===== src/rtl/zeroheti_mtimer.sv =====
// -----------------------------------------------------------------------------
// zeroheti_mtimer
//
// RISC-V style machine timer on an OBI slave port. It holds a 64-bit mtime
// counter, a 64-bit mtimecmp compare value and a CTRL register (EN in bit 0,
// PRESC in bits [15:8]). timer_irq_o is a registered (mtime >= mtimecmp).
//
// Register map (word index = (addr_i - BaseAddr) >> 2):
//   0 MTIME_LO  1 MTIME_HI  2 MTIMECMP_LO  3 MTIMECMP_HI  4 CTRL
// Any access outside BaseAddr .. BaseAddr+0x13 responds with err_o=1,
// rdata_o=0 and leaves all state untouched.
//
// Ports:
//   clk_i, rst_ni           clock, asynchronous active-low reset
//   req_i/gnt_o             OBI request / grant (grant is combinational)
//   addr_i, we_i, be_i,     OBI address phase
//   wdata_i
//   rvalid_o, rdata_o,      OBI response, one cycle after the request
//   err_o
//   timer_irq_o             machine timer interrupt, level
//
// Build option:
//   ZEROHETI_MTIMER_PRESCALER_EN  enables the 8-bit prescaler. Without it,
//   mtime advances every cycle while EN=1 and CTRL[15:8] reads 0.
// -----------------------------------------------------------------------------
module zeroheti_mtimer #(
    parameter logic [31:0] BaseAddr  = 32'h0000_2100,
    parameter int unsigned AddrWidth = 32
) (
    input  logic                 clk_i,
    input  logic                 rst_ni,
    input  logic                 req_i,
    output logic                 gnt_o,
    input  logic [AddrWidth-1:0] addr_i,
    input  logic                 we_i,
    input  logic [3:0]           be_i,
    input  logic [31:0]          wdata_i,
    output logic                 rvalid_o,
    output logic [31:0]          rdata_o,
    output logic                 err_o,
    output logic                 timer_irq_o
);

    localparam logic [AddrWidth-1:0] BaseA   = AddrWidth'(BaseAddr);
    localparam logic [AddrWidth-1:0] RegSpan = AddrWidth'(32'h14);

    // Byte-lane merge of a write into an existing 32-bit word.
    function automatic logic [31:0] merge_be(input logic [31:0] old_v,
                                             input logic [31:0] new_v,
                                             input logic [3:0]  be);
        logic [31:0] r;
        r = old_v;
        for (int i = 0; i < 4; i++) begin
            if (be[i]) r[i*8 +: 8] = new_v[i*8 +: 8];
        end
        return r;
    endfunction

    // ---------------------------------------------------------------------
    // Address decode
    // ---------------------------------------------------------------------
    logic [AddrWidth-1:0] offset;
    logic                 in_range;
    logic [2:0]           word;
    logic                 wr_en;

    assign offset   = addr_i - BaseA;
    // The explicit lower-bound check keeps addresses below BaseAddr from
    // wrapping into the register window.
    assign in_range = (addr_i >= BaseA) && (offset < RegSpan);
    assign word     = offset[4:2];
    assign wr_en    = req_i && we_i && in_range;
    assign gnt_o    = req_i;

    // ---------------------------------------------------------------------
    // State
    // ---------------------------------------------------------------------
    logic [63:0] mtime_q, mtime_d;
    logic [63:0] mtimecmp_q, mtimecmp_d;
    logic        en_q, en_d;
    logic        irq_q, irq_d;
    logic        rvalid_q, rvalid_d;
    logic        err_q, err_d;
    logic [31:0] rdata_q, rdata_d;
    logic        tick;
    logic [7:0]  presc_rd;

`ifdef ZEROHETI_MTIMER_PRESCALER_EN
    logic [7:0] presc_q, presc_d;
    logic [7:0] cnt_q, cnt_d;

    assign tick     = en_q && (cnt_q == presc_q);
    assign presc_rd = presc_q;

    always_comb begin
        presc_d = presc_q;
        // Count is parked at 0 while disabled so enabling gives a full period.
        if (!en_q || tick) cnt_d = 8'd0;
        else               cnt_d = cnt_q + 8'd1;
        if (wr_en && word == 3'd4 && be_i[1]) begin
            presc_d = wdata_i[15:8];
            cnt_d   = 8'd0;
        end
    end

    always_ff @(posedge clk_i or negedge rst_ni) begin
        if (!rst_ni) begin
            presc_q <= 8'd0;
            cnt_q   <= 8'd0;
        end else begin
            presc_q <= presc_d;
            cnt_q   <= cnt_d;
        end
    end
`else
    assign tick     = en_q;
    assign presc_rd = 8'd0;
`endif

    // ---------------------------------------------------------------------
    // Read mux (values as they stand in the request cycle)
    // ---------------------------------------------------------------------
    logic [31:0] rd_mux;

    always_comb begin
        rd_mux = 32'd0;
        if (in_range) begin
            case (word)
                3'd0:    rd_mux = mtime_q[31:0];
                3'd1:    rd_mux = mtime_q[63:32];
                3'd2:    rd_mux = mtimecmp_q[31:0];
                3'd3:    rd_mux = mtimecmp_q[63:32];
                3'd4:    rd_mux = {16'd0, presc_rd, 7'd0, en_q};
                default: rd_mux = 32'd0;
            endcase
        end
    end

    // ---------------------------------------------------------------------
    // Next-state logic
    // ---------------------------------------------------------------------
    always_comb begin
        mtime_d    = mtime_q;
        mtimecmp_d = mtimecmp_q;
        en_d       = en_q;

        if (tick) mtime_d = mtime_q + 64'd1;

        // A bus write to either mtime word replaces the whole increment:
        // the untouched word keeps its old value, so no carry leaks in.
        if (wr_en) begin
            case (word)
                3'd0: mtime_d = {mtime_q[63:32], merge_be(mtime_q[31:0], wdata_i, be_i)};
                3'd1: mtime_d = {merge_be(mtime_q[63:32], wdata_i, be_i), mtime_q[31:0]};
                3'd2: mtimecmp_d[31:0]  = merge_be(mtimecmp_q[31:0], wdata_i, be_i);
                3'd3: mtimecmp_d[63:32] = merge_be(mtimecmp_q[63:32], wdata_i, be_i);
                3'd4: if (be_i[0]) en_d = wdata_i[0];
                default: ;
            endcase
        end

        irq_d    = (mtime_q >= mtimecmp_q);
        rvalid_d = req_i;
        err_d    = req_i && !in_range;
        rdata_d  = req_i ? rd_mux : 32'd0;
    end

    always_ff @(posedge clk_i or negedge rst_ni) begin
        if (!rst_ni) begin
            mtime_q    <= 64'd0;
            mtimecmp_q <= 64'hFFFF_FFFF_FFFF_FFFF;
            en_q       <= 1'b0;
            irq_q      <= 1'b0;
            rvalid_q   <= 1'b0;
            err_q      <= 1'b0;
            rdata_q    <= 32'd0;
        end else begin
            mtime_q    <= mtime_d;
            mtimecmp_q <= mtimecmp_d;
            en_q       <= en_d;
            irq_q      <= irq_d;
            rvalid_q   <= rvalid_d;
            err_q      <= err_d;
            rdata_q    <= rdata_d;
        end
    end

    assign rvalid_o    = rvalid_q;
    assign err_o       = err_q;
    assign rdata_o     = rdata_q;
    assign timer_irq_o = irq_q;

endmodule


===== config.mk =====
export PLATFORM = sky130hd
export DESIGN_NAME = zeroheti_mtimer
export DESIGN_NICKNAME = d
export VERILOG_FILES = /design/src/rtl/zeroheti_mtimer.sv
export SDC_FILE = /design/constraint.sdc
export NUM_CORES = 1
export LEC_CHECK = 0
export ABC_AREA = 1
export CAP_MARGIN = 30
export CORE_MARGIN = 2
export CORE_UTILIZATION = 46
export DETAILED_ROUTE_END_ITERATION = 10
export PLACE_DENSITY = 0.72
export SYNTH_ARGS = -nofsm -noshare
export SYNTH_HDL_FRONTEND = slang
export SYNTH_SLANG_ARGS = --single-unit

===== constraint.sdc =====
create_clock -name clk_i -period 6.1 [get_ports clk_i]
set_input_delay 1.22 -clock clk_i [delete_from_list [all_inputs] [get_ports clk_i]]
set_output_delay 1.22 -clock clk_i [all_outputs]
set_load 0.05 [all_outputs]

==> reports/results.ini <==
[sta]
slew_viol_final = 0
tightestPinTransition_ns = 1.116
max_freq_mhz = 249.8
fin_skew_ns = 0.01174
min_period_over_period = 0.6563
tns_ns = 0
setup_ws_ns = 2.097
rsz0062_at_grt = false
setup_viol = 0
hold_viol = 0
max_slew_margin = 0.2554
fin_crit_ns = 4.003

[clocking]
htree_levels = 4
cts.path.max_buffers = 2
root_buffer = clkbuf_16
clkSlewWorstSetupHoldPaths_ns = 0.07
cts_post_setup_buffers_inserted = 0
cts_sinks = 164
cts-buffers-inserted = 17
cts_tree = built
cts_resized = 0
hold_buffers = 0
clock_latency_ns = 0.45

[hold_path]
hold_class = flip-flop to flip-flop

[worst_setup_path]
cp_max_fo = 20
cp_top_family = simple AND/OR/NAND/NOR gates
arrival_ns = 4.39
required_ns = 6.49
cpMaxStageDelayCell = clkdlybuf4s50_1
slowest_delay_ns = 0.42
cp-end-kind = flip-flop
path_class = primary input to flip-flop
crit_buf_inv = 2
crit_path_start_kind = primary input
crit_chain = clkdlybuf4s50_1, nor2_1, nand3b_2, nand2_2, nand3_1, nand2_1, nand3_1, nor2_1, nand3_1, nor2_4, nand3_1, buf_4, nand2_1, nand2_1, nand2_1

[synth]
synth_area_leaders = nand2_1, dfrtp_1, dfstp_2, nand3_1, ha_1
synthSimpleGateAreaFrac = 0.4276
netlist.area_leader.share = 0.2484
ys_seq_area_frac = 0.3212
ys_ff_latch = 164
yosys.area.top_type = nand2_1
synth-adder-area-share = 0.06244
synth_cell_types = 43
synthMuxAreaShare = 0
syn_avg_cell_area_um2 = 6.347
syn_nets = 2189
syn_area_um2 = 13020
synthXorXnorAreaFrac = 0.01748
ys.warnings.count = 0
synth-compound-area-share = 0.08905
synth_top_family_by_area = simple AND/OR/NAND/NOR gates
syn_inst = 2052

[drt]
via_per_inst = 5.625
wl_um = 47540
drtIter0Drc = 1482
avgRoutedWirePerCell_um = 18.87
antenna_left = 0
drc_errors = 0
dr_total_vias = 14170
first_pass_iters = 6

[layout]
final.fill_count = 2763
fin_nets = 2265
layout-drive-gt1-share = 0.06679
postLayoutCoreUtil = 0.5415
fin_area_um2 = 15090
regArea_um2 = 4184
antenna_cells = 0
area_delta_synth_final_pct = 15.82
multiInputGateArea_um2 = 7801

[die]
dieArea_um2 = 29680
die_w_um = 172.3
placementRows = 61
io_pins = 108
initial_core_util = 0.4675
die_h_um = 172.3
core_area_um2 = 27860

[placed_design]
io_buffer_count = 105
post-place-ws_ns = 1.719
hpwl_um = 35130
place_area_um2 = 14430
gp_congestion = 1.037

[grt]
grt_overflow = 0
grt_usage = 0.3296
grt_pass1_vias = 13370
grt_max_degree = 78
grt_pass1_wl_um = 73870
antenna_found_initial = 0

[power]
power.density_nw_per_um2 = 165.4
max-vdd-ir-drop_uv = 177.3
leakage_nw = 7.346

[run_status]
status = finished, final reports clean

[run]
maxCapViolations = 0

-- registers in the layout (all words and copies together), names as in the netlist --
signal,count
en_q,1
rvalid_o,1
timer_irq_o,1
err_o,1
mtimecmp_q,64
mtime_q,64
rdata_o,32
-- final cells by class --
| class | instances | area share |
|---|---|---|
| Clock buffer | 22 | 0.03210 |
| Tap cell | 378 | 0.03135 |
| Inverter | 208 | 0.05175 |
| Clock inverter | 10 | 0.01128 |
| Sequential cell | 164 | 0.2773 |
| Multi-Input combinational cell | 1615 | 0.5171 |
| Timing Repair Buffer | 122 | 0.07904 |
-- cell families (layout without fill, tap and decap cells) --
| group | after synthesis | in the layout |
|---|---|---|
| and+or+nand+nor | 1326 | 1326 |
| buffers and inverters | 273 | 362 |
| AOI/OAI and AO/OA | 198 | 198 |
| DFF | 164 | 164 |
| adders and majority gates | 65 | 65 |
| xor gates and xnor gates | 26 | 26 |
-- worst reg2reg max path: stages (launching register included) --
cell      delay [ns]
dfrtp_1         0.75
clkinv_1        0.60
nor2_1          0.41
nand2_1         0.33
nor2_1          0.67
nand2_1         0.12
nand2_1         0.08
nand2_1         0.06
o21ai_0         0.15
nand3_1         0.09
nand2_1         0.07
nand3_1         0.06
nand2_1         0.08
-- power breakdown --
part	total [mW]	switching [mW]	internal, mW
sequential	1.09	0.000163	1.09
combinational	0.193	0.130	0.0628
clock	1.21	0.479	0.733
-- stage by stage --
| stage | cells | power, mW | hold WS (ns) |
|---|---|---|---|
| 2_1_floorplan | 2052 | 1.179 | 0.4481 |
| 3_3_place_gp | 2487 | 1.298 | 0.4566 |
| 3_5_place_dp | 2487 | 1.299 | 0.4568 |
| 4_1_cts | 2519 | 2.497 | 0.4675 |
| 5_1_grt | 2519 | 2.561 | 0.4816 |
| 6_report | 2519 | 2.495 | 0.4681 |
-- routing by layer --
metal	vias to the layer above	share of wire	track usage
met4	0	0.040	0.1334
met3	113	0.091	0.06043
met5	-	0	0
met2	674	0.45	0.5333
li1	6795	-	-
met1	6587	0.42	0.4360
-- layout by cell type (no fill, tap or decap), types with 4 or more instances in the layout --
master and instances:
o22ai_1 20, a31oi_1 17, nand3_1 200, buf_4 16
o2111ai_1 4, nor2_1 150, ha_1 65, xnor2_1 13
clkbuf_8 4, xor2_1 13, o21ai_0 59, dfrtp_1 100
nor3_1 22, a21oi_1 60, a22oi_1 15, nand3b_1 9
nand4_1 38, bufinv_16 4, inv_1 206, nor4_1 6
clkdlybuf4s50_1 104, and2_1 7, clkbuf_16 17, nor3_2 11
a22o_1 6, dfstp_2 64, nand4_2 4, nand2_1 862
-- cell usage after synthesis (all sizes together) --
cell	number
nand4	42
xnor2	13
clkinv	2
a21oi	60
nand3	201
inv	206
a22oi	15
a22o	6
a31oi	17
nand3b	10
ha	65
and2	7
xor2	13
clkbuf	43
a211oi	3
dfrtp	100
o22ai	20
nor3	34
o2111ai	4
dfstp	64
nor2	154
nand2	865
a21o	3
nor4b	1
or2	3
o21ai	59
o211ai	2
buf	22
o221ai	2
a221oi	2
o21bai	3
o21a	2
and3	3
nor4	6
-- final timing paths --
path / from / end / slack [ns] / cells after the start
min in group asynchronous: rst_ni / rdata_o[3] / 0.81 / 1
max reg2reg: en_q / mtime_q[50] / 2.56 / 12
max: addr_i[8] / mtime_q[3] / 2.10 / 15
min reg2reg: mtimecmp_q[16] / mtimecmp_q[16] / 0.47 / 2
min: mtimecmp_q[16] / mtimecmp_q[16] / 0.47 / 2
max in group asynchronous: rst_ni / rdata_o[25] / 4.19 / 2
(Power assumes the default switching activity.)
